==> src/rtl/uart_pkg.sv <==
// Shared types and constants for the UART receive path.
// Used by uart_rx_sampler and uart_sipo_rx.
package uart_pkg;

  typedef enum logic [2:0] {
    IDLE,
    START,
    DATA,
    PARITY,
    STOP
  } rx_state_t;

  localparam logic PARITY_EVEN = 1'b0;
  localparam logic PARITY_ODD  = 1'b1;
  localparam logic LINE_IDLE   = 1'b1;

endpackage

==> src/rtl/uart_sipo_rx_if.sv <==
// Receiver-to-register-block bundle: byte, status, valid pulse.
// master drives the bundle, slave consumes it.
interface uart_sipo_rx_if #(
  parameter int DATA_W = 8
);

  logic [DATA_W-1:0] data_out;
  logic              data_valid;
  logic              parity_err;
  logic              frame_err;

  modport master (
    output data_out,
    output data_valid,
    output parity_err,
    output frame_err
  );

  modport slave (
    input data_out,
    input data_valid,
    input parity_err,
    input frame_err
  );

endinterface

==> src/rtl/uart_rx_sampler.sv <==
// Line sampler: optional synchroniser (UART_RX_SYNC_EN), rx_prev,
// per-state tick counter and the half/full bit strobes.
module uart_rx_sampler
  import uart_pkg::*;
#(
  parameter int OVERSAMPLE = 16
) (
  input  logic baud_clk,
  input  logic reset_n,
  input  logic data_rx,
  input  logic run,
  input  logic clr,
  output logic rx_s,
  output logic rx_prev,
  output logic half_tick,
  output logic full_tick
);

  localparam int TW = $clog2(OVERSAMPLE);

  logic [TW-1:0] tick;

`ifdef UART_RX_SYNC_EN
  logic [1:0] sync;

  always_ff @(posedge baud_clk or negedge reset_n) begin
    if (!reset_n) begin
      sync <= {2{LINE_IDLE}};
    end else begin
      sync <= {sync[0], data_rx};
    end
  end

  assign rx_s = sync[1];
`else
  assign rx_s = data_rx;
`endif

  assign half_tick = (tick == TW'(OVERSAMPLE / 2 - 1));
  assign full_tick = (tick == TW'(OVERSAMPLE - 1));

  // tick restarts on every state change and rests at 0 in IDLE
  always_ff @(posedge baud_clk or negedge reset_n) begin
    if (!reset_n) begin
      rx_prev <= LINE_IDLE;
      tick    <= '0;
    end else begin
      rx_prev <= rx_s;
      if (clr || !run) begin
        tick <= '0;
      end else if (full_tick) begin
        tick <= '0;
      end else begin
        tick <= tick + 1'b1;
      end
    end
  end

endmodule

==> src/rtl/uart_sipo_rx.sv <==
// UART receiver: start, DATA_W bits LSB-first, parity, stop.
// Build option UART_RX_SYNC_EN adds a 2-flop input synchroniser.
module uart_sipo_rx
  import uart_pkg::*;
#(
  parameter int OVERSAMPLE = 16,
  parameter int DATA_W     = 8
) (
  input  logic            baud_clk,
  input  logic            reset_n,
  input  logic            data_rx,
  input  logic            parity_type,
  uart_sipo_rx_if.master  rx_if,
  output logic            active_flag,
  output logic            done_flag
);

  localparam int CW = $clog2(DATA_W + 1);

  rx_state_t         state;
  rx_state_t         state_nx;
  logic [CW-1:0]     bit_cnt;
  logic [DATA_W-1:0] shreg;
  logic              par_bit;
  logic              rx_s;
  logic              rx_prev;
  logic              half_tick;
  logic              full_tick;
  logic              ones_odd;

  uart_rx_sampler #(
    .OVERSAMPLE(OVERSAMPLE)
  ) u_sampler (
    .baud_clk (baud_clk),
    .reset_n  (reset_n),
    .data_rx  (data_rx),
    .run      (state != IDLE),
    .clr      (state_nx != state),
    .rx_s     (rx_s),
    .rx_prev  (rx_prev),
    .half_tick(half_tick),
    .full_tick(full_tick)
  );

  assign active_flag = (state != IDLE);
  assign done_flag   = (state == IDLE);
  assign ones_odd    = ^shreg ^ par_bit;

  always_ff @(posedge baud_clk or negedge reset_n) begin
    if (!reset_n) begin
      state <= IDLE;
    end else begin
      state <= state_nx;
    end
  end

  always_comb begin
    state_nx = state;
    unique case (state)
      IDLE: begin
        // edge-triggered so a held-low break never restarts
        if (rx_prev == LINE_IDLE && rx_s != LINE_IDLE)
          state_nx = START;
      end
      START: begin
        if (half_tick)
          state_nx = (rx_s == LINE_IDLE) ? IDLE : DATA;
      end
      DATA: begin
        if (full_tick && bit_cnt == CW'(DATA_W - 1))
          state_nx = PARITY;
      end
      PARITY: begin
        if (full_tick)
          state_nx = STOP;
      end
      STOP: begin
        if (full_tick)
          state_nx = IDLE;
      end
      default: state_nx = IDLE;
    endcase
  end

  always_ff @(posedge baud_clk or negedge reset_n) begin
    if (!reset_n) begin
      bit_cnt          <= '0;
      shreg            <= '0;
      par_bit          <= 1'b0;
      rx_if.data_out   <= '0;
      rx_if.data_valid <= 1'b0;
      rx_if.parity_err <= 1'b0;
      rx_if.frame_err  <= 1'b0;
    end else begin
      rx_if.data_valid <= 1'b0;
      unique case (state)
        START: begin
          if (half_tick)
            bit_cnt <= '0;
        end
        DATA: begin
          if (full_tick) begin
            shreg   <= {rx_s, shreg[DATA_W-1:1]};
            bit_cnt <= bit_cnt + 1'b1;
          end
        end
        PARITY: begin
          if (full_tick)
            par_bit <= rx_s;
        end
        STOP: begin
          if (full_tick) begin
            rx_if.data_out   <= shreg;
            rx_if.parity_err <= (parity_type == PARITY_EVEN)
                                ? ones_odd : ~ones_odd;
            rx_if.frame_err  <= ~rx_s;
            rx_if.data_valid <= 1'b1;
          end
        end
        default: ;
      endcase
    end
  end

endmodule

==> src/flat_wrapper.sv <==
// flat-port wrapper written by rule: the top's interface ports become plain ports
module uart_sipo_rx_flat import uart_pkg::*;
#(
  parameter int OVERSAMPLE = 16,
  parameter int DATA_W     = 8
)
  (baud_clk, reset_n, data_rx, parity_type, active_flag, done_flag, rx_if_data_out, rx_if_data_valid, rx_if_parity_err, rx_if_frame_err);
  uart_sipo_rx_if #(.DATA_W(DATA_W)) rx_if_i ();
  input  logic baud_clk;
  input  logic reset_n;
  input  logic data_rx;
  input  logic parity_type;
  output logic active_flag;
  output logic done_flag;
  output wire logic [$bits(rx_if_i.data_out)-1:0] rx_if_data_out;
  output wire logic [$bits(rx_if_i.data_valid)-1:0] rx_if_data_valid;
  output wire logic [$bits(rx_if_i.parity_err)-1:0] rx_if_parity_err;
  output wire logic [$bits(rx_if_i.frame_err)-1:0] rx_if_frame_err;
  assign rx_if_data_out = rx_if_i.data_out;
  assign rx_if_data_valid = rx_if_i.data_valid;
  assign rx_if_parity_err = rx_if_i.parity_err;
  assign rx_if_frame_err = rx_if_i.frame_err;
  uart_sipo_rx #(.OVERSAMPLE(OVERSAMPLE), .DATA_W(DATA_W)) u_core (.baud_clk(baud_clk), .reset_n(reset_n), .data_rx(data_rx), .parity_type(parity_type), .rx_if(rx_if_i), .active_flag(active_flag), .done_flag(done_flag));
endmodule
==> config.mk <==
export PLATFORM = sky130hd
export DESIGN_NAME = uart_sipo_rx_flat
export DESIGN_NICKNAME = d
export VERILOG_FILES = /design/src/rtl/uart_pkg.sv /design/src/rtl/uart_sipo_rx_if.sv /design/src/rtl/uart_rx_sampler.sv /design/src/rtl/uart_sipo_rx.sv /design/src/flat_wrapper.sv
export SDC_FILE = /design/constraint.sdc
export NUM_CORES = 1
export LEC_CHECK = 0
export ABC_AREA = 1
export CAP_MARGIN = 20
export CORE_MARGIN = 8
export CORE_UTILIZATION = 55
export DETAILED_ROUTE_END_ITERATION = 7
export GPL_TIMING_DRIVEN = 0
export PLACE_DENSITY = 0.78
export SLEW_MARGIN = 30
export SYNTH_ARGS = -nofsm -noshare
export SYNTH_HDL_FRONTEND = slang
export SYNTH_SLANG_ARGS = --single-unit
==> constraint.sdc <==
create_clock -name baud_clk -period 1.8 [get_ports baud_clk]
set_input_delay 0.45 -clock baud_clk [delete_from_list [all_inputs] [get_ports baud_clk]]
set_output_delay 0.45 -clock baud_clk [all_outputs]
set_load 0.02 [all_outputs]
==> impl_metrics.ini <==
[outcome]
status = complete, no violations

[drt]
viasPerCell = 5.229
num_vias = 1255
drc_errors = 0
firstDrtPassIters = 4
antenna_left = 0
wl_per_cell_um = 13.83
drt_iter0_drc = 101
routed_wl_um = 3320

[synthesis]
synth.distinct_cells = 25
syn-instance-count = 181
seq_area_frac_synth_pct = 52.20
synthesis.area_mm2 = 0.001536
syn-num-nets = 187
syn_area_per_cell_um2 = 8.489
synth-seq-cells = 32
yosysWarnings = 0

[place]
finalWeightedCongestion = 0.8270
portBuffers = 16
dp_cells = 228
dp_hpwl_um = 2220
dp_slack_ps = -120.6

[clock_network]
cts_buffer_depth = 2
path_clk_slew_ps = 100
cts-root-buf = clkbuf_4
cts_tree = built
cts_htree_levels = 2
clock-sinks = 32
cts_buffers = 5
worstSkewPairLatency_ps = 330
ctsHoldBuffers = 0

[setup_path]
worstPathArrival_ps = 1310
cp-start-kind = register
cp_top_family = buffers and inverters
crit_buf_inv = 1
path_cells = clkdlybuf4s50_1
max_stage_delay_ps = 620
cpMaxStageDelayCell = clkdlybuf4s50_1
worstSetupEndpointType = output port
path_class = register to output port
crit_fanout = 2
crit_required_ps = 1350

[sta]
max_slew.worst_pin.slew_ps = 697.1
slew_headroom_pct = 53.53
fin_crit_ps = 1759
max_freq_mhz = 568.4
rsz0062_at_grt = no
skew_ps = 4.783
fin_ws_ps = 40.71
period_share_pct = 97.74
setup_violations = 0
final_hold_viol_count = 0
drv_slew = 0

[power]
combPwrFrac_pct = 22.6
peakVddDrop_uv = 868.5
p_per_area_mw_per_mm2 = 992.6
internal_power_uw = 1315
p_clk_share_pct = 33.6
power_uw = 1848
pwr-share-seq_pct = 43.7
p_switching_uw = 533.0
leakagePower_uw = 0.0009808
switching_share_pct = 28.84

[die]
rows = 19
dieWidth_um = 68.86
die_h_um = 68.86
start_util_pct = 56.69
core_area_mm2 = 0.002710
dieArea_mm2 = 0.004741
io_pins = 17

[final_layout]
area_delta_synth_final_pct = 21.17
final_cells = 240
antenna_cells = 0
final_nets = 214
drive_above_1_share_pct = 18.66
layout_common_cells = 53 x nand2_1, 31 x dfrtp_1, 22 x inv_1, 10 x nand3_1, 10 x o21ai_0
layout_commonest_cell = nand2_1
fillers = 218

[global_routing]
grt.total_usage_pct = 15.50
grt_pass1_wl_um = 5464
antenna_found_initial = 0
grt_pass1_vias = 1237
overflow = 0
grt_max_degree = 33

[worst_hold_path]
min_path_type = primary input to async pin

[job]
cap_violations = 0
-- power groups by stage --
| stage | Sequential (uW) | Clock (uW) | Combinational (uW) |
|---|---|---|---|
| after global routing | 812 | 652 | 459 |
| after detailed placement | 823 | 0 | 367 |
| after global placement | 820 | 0 | 354 |
| after floorplan | 820 | 0 | 258 |
| after CTS | 805 | 626 | 419 |
| final | 808 | 622 | 418 |
-- area by class of cell --
type                    count  area [um2]  share of cell area [%]
flip-flops and latches     32       802.0                   43.08
multi-input cells         121       629.4                   33.80
repair buffers             20       186.4                   10.01
inverters                  26       97.59                   5.242
clock buffers               7       65.06                   3.495
well taps                  31       38.79                   2.083
clock inverters             1       30.03                   1.613
plain buffers               2       12.51                  0.6720
-- metal layers --
metal | global-route usage, % | part of all wire, % | vias to the layer above
met3 | 6.139 | 5.9 | 8
met2 | 25.09 | 48 | 34
li1 | - | - | 622
met4 | 7.268 | 2.1 | 0
met5 | 0 | 0 | -
met1 | 17.57 | 44 | 591
-- final timing paths --
check,end,start,cells after the start,slack (ps)
worst max-delay path,rx_if_data_out[4],u_core.rx_if.data_out[4]$_DFFE_PN0P_,1,40
worst min-delay path,u_core.bit_cnt[0]$_DFFE_PN0P_,reset_n,1,140
worst max register to register,u_core.u_sampler.tick[0]$_DFF_PN0_,u_core.state[0]$_DFF_PN0_,7,150
worst min register to register,u_core.rx_if.parity_err$_DFFE_PN0P_,u_core.rx_if.parity_err$_DFFE_PN0P_,2,490
max in group asynchronous,u_core.u_sampler.tick[0]$_DFF_PN0_,reset_n,1,1200
min in group baud_clk,u_core.rx_if.parity_err$_DFFE_PN0P_,u_core.rx_if.parity_err$_DFFE_PN0P_,2,490
-- cell usage after synthesis --
cell type | instances | area [um2]
nor3_1 | 4 | 20.02
o21ai_1 | 8 | 40.04
buf_4 | 1 | 7.510
nor2_1 | 8 | 30.03
nor3_2 | 1 | 10.01
nand4_1 | 2 | 12.51
buf_2 | 1 | 5.000
ha_1 | 2 | 25.02
xnor2_1 | 4 | 35.03
nand3_1 | 10 | 50.05
dfstp_2 | 1 | 26.28
inv_2 | 4 | 15.01
dfrtp_1 | 31 | 775.7
or2_2 | 1 | 6.260
nand2_2 | 6 | 37.54
nor2_2 | 1 | 6.260
a21oi_1 | 4 | 20.02
o21ai_0 | 10 | 50.05
mux2_2 | 1 | 11.26
nand3_2 | 3 | 30.03
xor2_1 | 1 | 8.760
nand2_1 | 53 | 198.9
nor2_4 | 1 | 11.26
a31oi_4 | 1 | 21.27
inv_1 | 22 | 82.58
-- sequential cells by signal (all words and copies together), names as in the netlist --
name,count
u_core.rx_if.data_out,8
u_core.shreg,8
u_core.bit_cnt,4
u_core.u_sampler.tick,4
u_core.state,3
u_core.par_bit,1
u_core.rx_if.data_valid,1
u_core.rx_if.frame_err,1
u_core.rx_if.parity_err,1
u_core.u_sampler.rx_prev,1
-- logic make-up (layout without fill, tap and decap cells) --
family | after synthesis | in the layout | synth area share, %
AO/OA/AOI/OAI | 23 | 23 | 8.551
XOR/XNOR | 5 | 5 | 2.850
adder cells (fa/ha/maj) | 2 | 2 | 1.628
buffers and inverters | 28 | 56 | 7.166
flip-flops | 32 | 32 | 52.20
multiplexers | 1 | 1 | 0.7328
AND/OR/NAND/NOR | 90 | 90 | 26.87
-- repair_timing --
item,in CTS,in global routing
gates resized for setup,10,6
pin swaps,2,1
setup endpoints to repair,3,7
buffers inserted,4,0
-- per-stage QoR --
step	utilization, %	hold slack, ps	area (um2)	TNS, ps
3_5_place_dp	63.85	467.9	1730	-198.1
2_1_floorplan	-	154.4	1536	0
4_1_cts	68.47	167.9	1856	0
5_1_grt	68.70	212.5	1862	0
3_3_place_gp	64.04	461.4	1735	-9021
6_report	68.70	144.4	1862	0
No activity file was read; power rests on OpenSTA's default activity.
